===== src/rtl/uart_rx_os.sv =====
// UART receiver with internal oversampling baud generator, 3-sample majority
// voting, parity/framing/break/overrun detection and a ready/valid output stage.
module uart_rx_os #(
    parameter int CLK_FREQ    = 16_000_000,
    parameter int BAUD_RATE   = 9_600,
    parameter int OVERSAMPLE  = 16,
    parameter int DATA_WIDTH  = 8,
    parameter int PARITY_MODE = 1,
    parameter int STOP_BITS   = 1,
    parameter int SYNC_STAGES = 2
) (
    input  logic                  clk,
    input  logic                  rst,
    input  logic                  rx,
    output logic [DATA_WIDTH-1:0] dout,
    output logic                  dout_vld,
    input  logic                  dout_rdy,
    output logic                  parity_err,
    output logic                  frame_err,
    output logic                  break_det,
    output logic                  overrun,
    output logic                  busy
);

    localparam int DIV   = CLK_FREQ / (BAUD_RATE * OVERSAMPLE);
    localparam int DIV_W = (DIV > 1) ? $clog2(DIV) : 1;
    localparam int OS_W  = $clog2(OVERSAMPLE);
    localparam int BIT_W = $clog2(DATA_WIDTH);
    localparam bit HAS_PAR = (PARITY_MODE != 0);

    typedef enum logic [2:0] {S_IDLE, S_START, S_DATA, S_PARITY, S_STOP} state_t;

    typedef struct packed {
        logic [DATA_WIDTH-1:0] data;
        logic                  perr;
        logic                  ferr;
        logic                  brk;
    } frame_t;

    state_t               state_q, state_d;
    logic [SYNC_STAGES-1:0] sync_q;
    logic                 rxs, rxs_d, fall;
    logic [DIV_W-1:0]     div_cnt;
    logic [OS_W-1:0]      smp_cnt, smp_nxt;
    logic                 tick, bnd, dec, bit_val;
    logic                 s0, s1;
    logic [BIT_W-1:0]     bit_idx;
    logic [0:0]           stop_idx;
    logic [DATA_WIDTH-1:0] shreg;
    logic                 par_bit, exp_par;
    logic                 perr_p, ferr_p, brk_p, brk_hit;
    logic                 done;
    frame_t               frame_nxt;

    // Input synchroniser; idle-high so reset must not fake a start edge.
    always_ff @(posedge clk or negedge rst) begin
        if (!rst) begin
            sync_q <= '1;
            rxs_d  <= 1'b1;
        end else begin
            sync_q <= {sync_q[SYNC_STAGES-2:0], rx};
            rxs_d  <= rxs;
        end
    end

    assign rxs  = sync_q[SYNC_STAGES-1];
    assign fall = rxs_d & ~rxs;

    // Sample count is the tick index within the bit after the advancing tick;
    // the tick that wraps it to 0 is the bit boundary.
    assign tick    = (state_q != S_IDLE) && (div_cnt == DIV_W'(DIV - 1));
    assign smp_nxt = (smp_cnt == OS_W'(OVERSAMPLE - 1)) ? '0 : smp_cnt + OS_W'(1);
    assign bnd     = tick && (smp_cnt == OS_W'(OVERSAMPLE - 1));
    assign dec     = tick && (smp_nxt == OS_W'(OVERSAMPLE / 2 + 1));
    assign bit_val = (s0 & s1) | (s0 & rxs) | (s1 & rxs);

    always_ff @(posedge clk or negedge rst) begin
        if (!rst) begin
            div_cnt <= '0;
            smp_cnt <= '0;
            s0      <= 1'b1;
            s1      <= 1'b1;
        end else if (state_q == S_IDLE) begin
            div_cnt <= '0;
            smp_cnt <= '0;
        end else begin
            div_cnt <= tick ? '0 : div_cnt + DIV_W'(1);
            if (tick) begin
                smp_cnt <= smp_nxt;
                if (smp_nxt == OS_W'(OVERSAMPLE / 2 - 1)) s0 <= rxs;
                if (smp_nxt == OS_W'(OVERSAMPLE / 2))     s1 <= rxs;
            end
        end
    end

    // State register
    always_ff @(posedge clk or negedge rst) begin
        if (!rst) state_q <= S_IDLE;
        else      state_q <= state_d;
    end

    // Next-state logic
    always_comb begin
        state_d = state_q;
        case (state_q)
            S_IDLE:   if (fall) state_d = S_START;
            S_START: begin
                if (dec && bit_val) state_d = S_IDLE;
                else if (bnd)       state_d = S_DATA;
            end
            S_DATA:   if (bnd && bit_idx == BIT_W'(DATA_WIDTH - 1))
                          state_d = HAS_PAR ? S_PARITY : S_STOP;
            S_PARITY: if (bnd) state_d = S_STOP;
            S_STOP:   if (dec && stop_idx == 1'(STOP_BITS - 1)) state_d = S_IDLE;
            default:  state_d = S_IDLE;
        endcase
    end

    // FSM outputs
    always_comb begin
        busy = (state_q != S_IDLE);
        done = (state_q == S_STOP) && dec && (stop_idx == 1'(STOP_BITS - 1));
    end

    assign exp_par = (PARITY_MODE == 2) ? ~(^shreg) : ^shreg;
    assign brk_hit = (stop_idx == 1'b0) && !bit_val && (shreg == '0) && !(HAS_PAR && par_bit);

    always_ff @(posedge clk or negedge rst) begin
        if (!rst) begin
            bit_idx  <= '0;
            stop_idx <= '0;
            shreg    <= '0;
            par_bit  <= 1'b0;
            perr_p   <= 1'b0;
            ferr_p   <= 1'b0;
            brk_p    <= 1'b0;
        end else begin
            case (state_q)
                S_IDLE: begin
                    bit_idx  <= '0;
                    stop_idx <= '0;
                    shreg    <= '0;
                    par_bit  <= 1'b0;
                    perr_p   <= 1'b0;
                    ferr_p   <= 1'b0;
                    brk_p    <= 1'b0;
                end
                S_DATA: begin
                    if (dec) shreg <= {bit_val, shreg[DATA_WIDTH-1:1]};
                    if (bnd) bit_idx <= bit_idx + BIT_W'(1);
                end
                S_PARITY: if (dec) begin
                    par_bit <= bit_val;
                    perr_p  <= (bit_val != exp_par);
                end
                S_STOP: begin
                    if (dec && !bit_val) ferr_p <= 1'b1;
                    if (dec && brk_hit)  brk_p  <= 1'b1;
                    if (bnd) stop_idx <= stop_idx + 1'b1;
                end
                default: ;
            endcase
        end
    end

    // The completing decision is folded in directly since pending flags lag by a cycle.
    always_comb begin
        frame_nxt.data = shreg;
        frame_nxt.perr = perr_p;
        frame_nxt.ferr = ferr_p | ~bit_val;
        frame_nxt.brk  = brk_p | brk_hit;
    end

    always_ff @(posedge clk or negedge rst) begin
        if (!rst) begin
            dout       <= '0;
            dout_vld   <= 1'b0;
            parity_err <= 1'b0;
            frame_err  <= 1'b0;
            break_det  <= 1'b0;
            overrun    <= 1'b0;
        end else if (done) begin
            if (!dout_vld || dout_rdy) begin
                dout       <= frame_nxt.data;
                parity_err <= frame_nxt.perr;
                frame_err  <= frame_nxt.ferr;
                break_det  <= frame_nxt.brk;
                dout_vld   <= 1'b1;
                overrun    <= 1'b0;
            end else begin
                overrun    <= 1'b1;
            end
        end else begin
            overrun <= 1'b0;
            if (dout_vld && dout_rdy) begin
                dout       <= '0;
                parity_err <= 1'b0;
                frame_err  <= 1'b0;
                break_det  <= 1'b0;
                dout_vld   <= 1'b0;
            end
        end
    end

endmodule


===== config.mk =====
export PLATFORM = sky130hd
export DESIGN_NAME = uart_rx_os
export DESIGN_NICKNAME = d
export VERILOG_FILES = /design/src/rtl/uart_rx_os.sv
export SDC_FILE = /design/constraint.sdc
export NUM_CORES = 1
export LEC_CHECK = 0
export CAP_MARGIN = 20
export CORE_MARGIN = 2
export CORE_UTILIZATION = 55
export CTS_CLUSTER_DIAMETER = 150
export CTS_CLUSTER_SIZE = 12
export DETAILED_ROUTE_END_ITERATION = 8
export DONT_BUFFER_PORTS = 1
export MAX_ROUTING_LAYER = met4
export PLACE_DENSITY = 0.73
export SLEW_MARGIN = 0
export SYNTH_ARGS = -nofsm -noshare
export SYNTH_HDL_FRONTEND = slang
export SYNTH_SLANG_ARGS = --single-unit
export TNS_END_PERCENT = 50

===== constraint.sdc =====
create_clock -name clk -period 2.7 [get_ports clk]
set_input_delay 0.27 -clock clk [delete_from_list [all_inputs] [get_ports clk]]
set_output_delay 0.27 -clock clk [all_outputs]
set_load 0.005 [all_outputs]

==> key figures <==
Drt
  • Antenna Nets Post-Route: 0
  • DRT Pass-1 Iters: 4
  • Via count: 1679
  • DRC violations left: 0
  • Iter 0 DRT Violations: 52
  • DR WL/cell: 15.3 um
  • Vias per std cell: 5.83
  • Final wirelength: 4400 um

Global routing
  • Vias in the first global route: 1685
  • Initial antenna violation count: 0
  • First-pass GRT wire length: 7680 um
  • Largest net degree at the start of global routing: 49
  • All-Layer GR Usage: 19.6%
  • Grt total ovfl: 0

Logic synthesis
  • Post-synth EDFFs: 0
  • Synth area leader: dfrtp_1
  • Net Count, Synth: 248
  • Synth warn: 0
  • Top cells by area, synth: dfrtp_1 44%, ha_1 5.7%, a22o_1 5.4%
  • Yosys top cell area share: 44.2%
  • Register area share after synthesis: 49.6%
  • Post-synth top cells: 43 x dfrtp_1, 22 x nand2_1, 15 x a22o_1
  • Gate count after technology mapping: 233
  • Fraction of registers with async set/reset: 100%
  • Top FF cell, synth: dfrtp_1
  • Count leader, synth: dfrtp_1
  • #FFs+latches synth: 48
  • Syn Area/Cell: 10.4 um^2
  • Cell variety after synth: 47
  • Synth Cell Area: 0.00243 mm^2

Pwr
  • Sw frac: 28.0%
  • Pwr/cell area: 619 mW/mm^2
  • Pwr Total: 0.00163 W
  • Internal Power: 0.00117 W
  • Sequential power share: 53.7%
  • Sw power: 0.000457 W
  • Leakage: 1.24 nW
  • Clk pwr share: 32.5%
  • Maximum vdd drop: 0.471 mV
  • Gate power share: 13.8%

Clock network
  • Worst-Skew Late Latency: 0.30 ns
  • Clk root buf: clkbuf_8
  • CTS tree: done
  • Clock Path Buffers: 2
  • CTS clock-pin slew for the worst setup and hold paths: 0.09 ns
  • Clk sinks: 48
  • Htree depth: 2
  • CTS buffer count: 5

Die
  • I/O pin cnt: 18
  • Die height: 70.5 um
  • Total die area: 0.00498 mm^2
  • Core Box Area: 0.00429 mm^2
  • Rows: 24
  • Initial cell density of the core: 56.7%
  • Die extent in x: 70.5 um

Final layout
  • Multi-input gate area: 0.00113 mm^2
  • Number of diodes: 0
  • Fin nets: 250
  • P&R area growth vs syn: 8.22%
  • Sequential cell area: 0.00121 mm^2
  • Share of cells above drive strength 1: 12.3%
  • Fin util: 61.4%
  • Design Area, Final: 0.00264 mm^2
  • Filler instances: 338
  • Non-filler cells in the finished layout: 288

Placement
  • Post-DP Area: 0.00247 mm^2
  • Post-DP HPWL: 3090 um
  • Placed Cells: 277
  • Routability cong.: 0.789
  • PortBufs: 0

STA
  • Clock Skew: 0.00491 ns
  • Period utilization: 80.5%
  • Slew Viols, Final: 0
  • Max-slew headroom: 62.4%
  • Final setup TNS: 0 ns
  • Peak Freq: 0.460 GHz
  • Worst Tran Pin Value: 0.562 ns
  • Final Hold Vio Count: 0
  • Finish-stage setup viols: 0
  • RSZ-0062 raised after global routing: false
  • Clock period minus worst slack: 2.17 ns

Critical path
  • Worst path cell trace: ha_1 -> nor2_1 -> a32o_2 -> and2_1 -> nand3b_1 -> mux2i_1
  • Max incr delay on CP: 0.46 ns
  • Worst path bufs/invs: 0
  • Worst path depth: 6
  • Family with the most delay on the worst path: simple AND/OR/NAND/NOR gates
  • Origin of the critical flop-to-flop path: smp_cnt[1]
  • CP max-delay cell: dfrtp_1
  • CP max FO: 8
  • Arr. time, crit path: 2.39 ns
  • Worst setup EP type: register
  • Worst r2r dst: shreg[0]
  • Worst r2r path cells: 6
  • Crit path launch type: register
  • Reg2reg setup slack: 0.53 ns
  • WS Path Type: reg2reg
  • Required time worst endpoint: 2.92 ns

Hold path
  • Hold Path End: break_det
  • Min-Delay Path Depth: 2
  • Hold_sp: dout_rdy
  • Hold/Removal Path Class: in2reg

Flow run
  • Max-cap violations: 0

Run status
  • Status: completed
-- flip-flops by register name, summed over array words and instances, names as in the netlist, 2 cells and up --
signal,cells
bit_idx,3
dout,8
smp_cnt,4
shreg,8
state_q,3
div_cnt,7
sync_q,2
-- cells by family after synthesis --
logic type	share of synthesized area, %
and+or+nand+nor	18.6
adders and majority gates	6.06
buffers and inverters	4.06
muxes	5.50
DFF	49.6
xor gates and xnor gates	3.60
AOI/OAI and AO/OA	12.6
-- metrics by stage --
stage	hold WS, ns	worst slack, ns
final	0.128	0.527
after global placement	-0.0244	0.599
after floorplan	-0.0256	0.782
after detailed placement	-0.0243	0.529
after global routing	0.125	0.273
after CTS	0.125	0.513
-- cells in the final DEF, fill, tap and decap left out, types with 5 or more instances in the layout --
| cell type | count |
|---|---|
| and3_1 | 5 |
| xnor2_1 | 6 |
| a21oi_1 | 7 |
| nand2_1 | 22 |
| clkbuf_8 | 5 |
| inv_1 | 12 |
| a22o_1 | 15 |
| nor2_1 | 13 |
| dfstp_2 | 5 |
| nor3_1 | 5 |
| dfrtp_1 | 43 |
| mux2i_1 | 10 |
| ha_1 | 11 |
| nand3_1 | 12 |
-- worst max path at each step --
stage | from | endpoint | slack, ns
2_1_floorplan | smp_cnt[0] | shreg[0] | 0.78
3_3_place_gp | smp_cnt[1] | shreg[0] | 0.60
3_5_place_dp | smp_cnt[1] | shreg[0] | 0.53
4_1_cts | smp_cnt[1] | shreg[0] | 0.51
5_1_grt | smp_cnt[1] | shreg[0] | 0.27
6_report | smp_cnt[1] | shreg[0] | 0.53
-- repair_timing --
action                                 in CTS  in global routing
hold buffers                                3                  0
endpoints found under the hold margin      49                  0
buffers inserted                            0                  0
resized for setup                           0                  0
-- final cells by class --
| type | instances | area share (%) |
|---|---|---|
| Inverter | 13 | 1.85 |
| Clock inverter | 3 | 1.76 |
| Multi-Input combinational cell | 161 | 42.8 |
| Tap cell | 52 | 2.47 |
| Clock buffer | 5 | 2.61 |
| Sequential cell | 48 | 45.8 |
| Timing Repair Buffer | 6 | 2.66 |
-- power by group through the flow --
| stage | registers [W] | clock network (W) | logic (W) |
|---|---|---|---|
| after floorplan | 0.000854 | 0 | 0.000193 |
| after global placement | 0.000885 | 0 | 0.000201 |
| after detailed placement | 0.000889 | 0 | 0.000205 |
| after CTS | 0.000875 | 0.000544 | 0.000228 |
| after global routing | 0.000886 | 0.000564 | 0.000258 |
| final | 0.000876 | 0.000530 | 0.000225 |
-- per-layer routing --
layer | share of wire (%) | routed length [um] | vias up | global-route usage [%]
met5 | 0 | 0 | - | -
met4 | 1.1 | 47 | 0 | 6.29
met3 | 3.1 | 137 | 5 | 3.56
met2 | 50 | 2210 | 29 | 32.5
met1 | 46 | 2010 | 819 | 24.7
li1 | - | - | 826 | -
No activity file was read; power rests on OpenSTA's default activity.
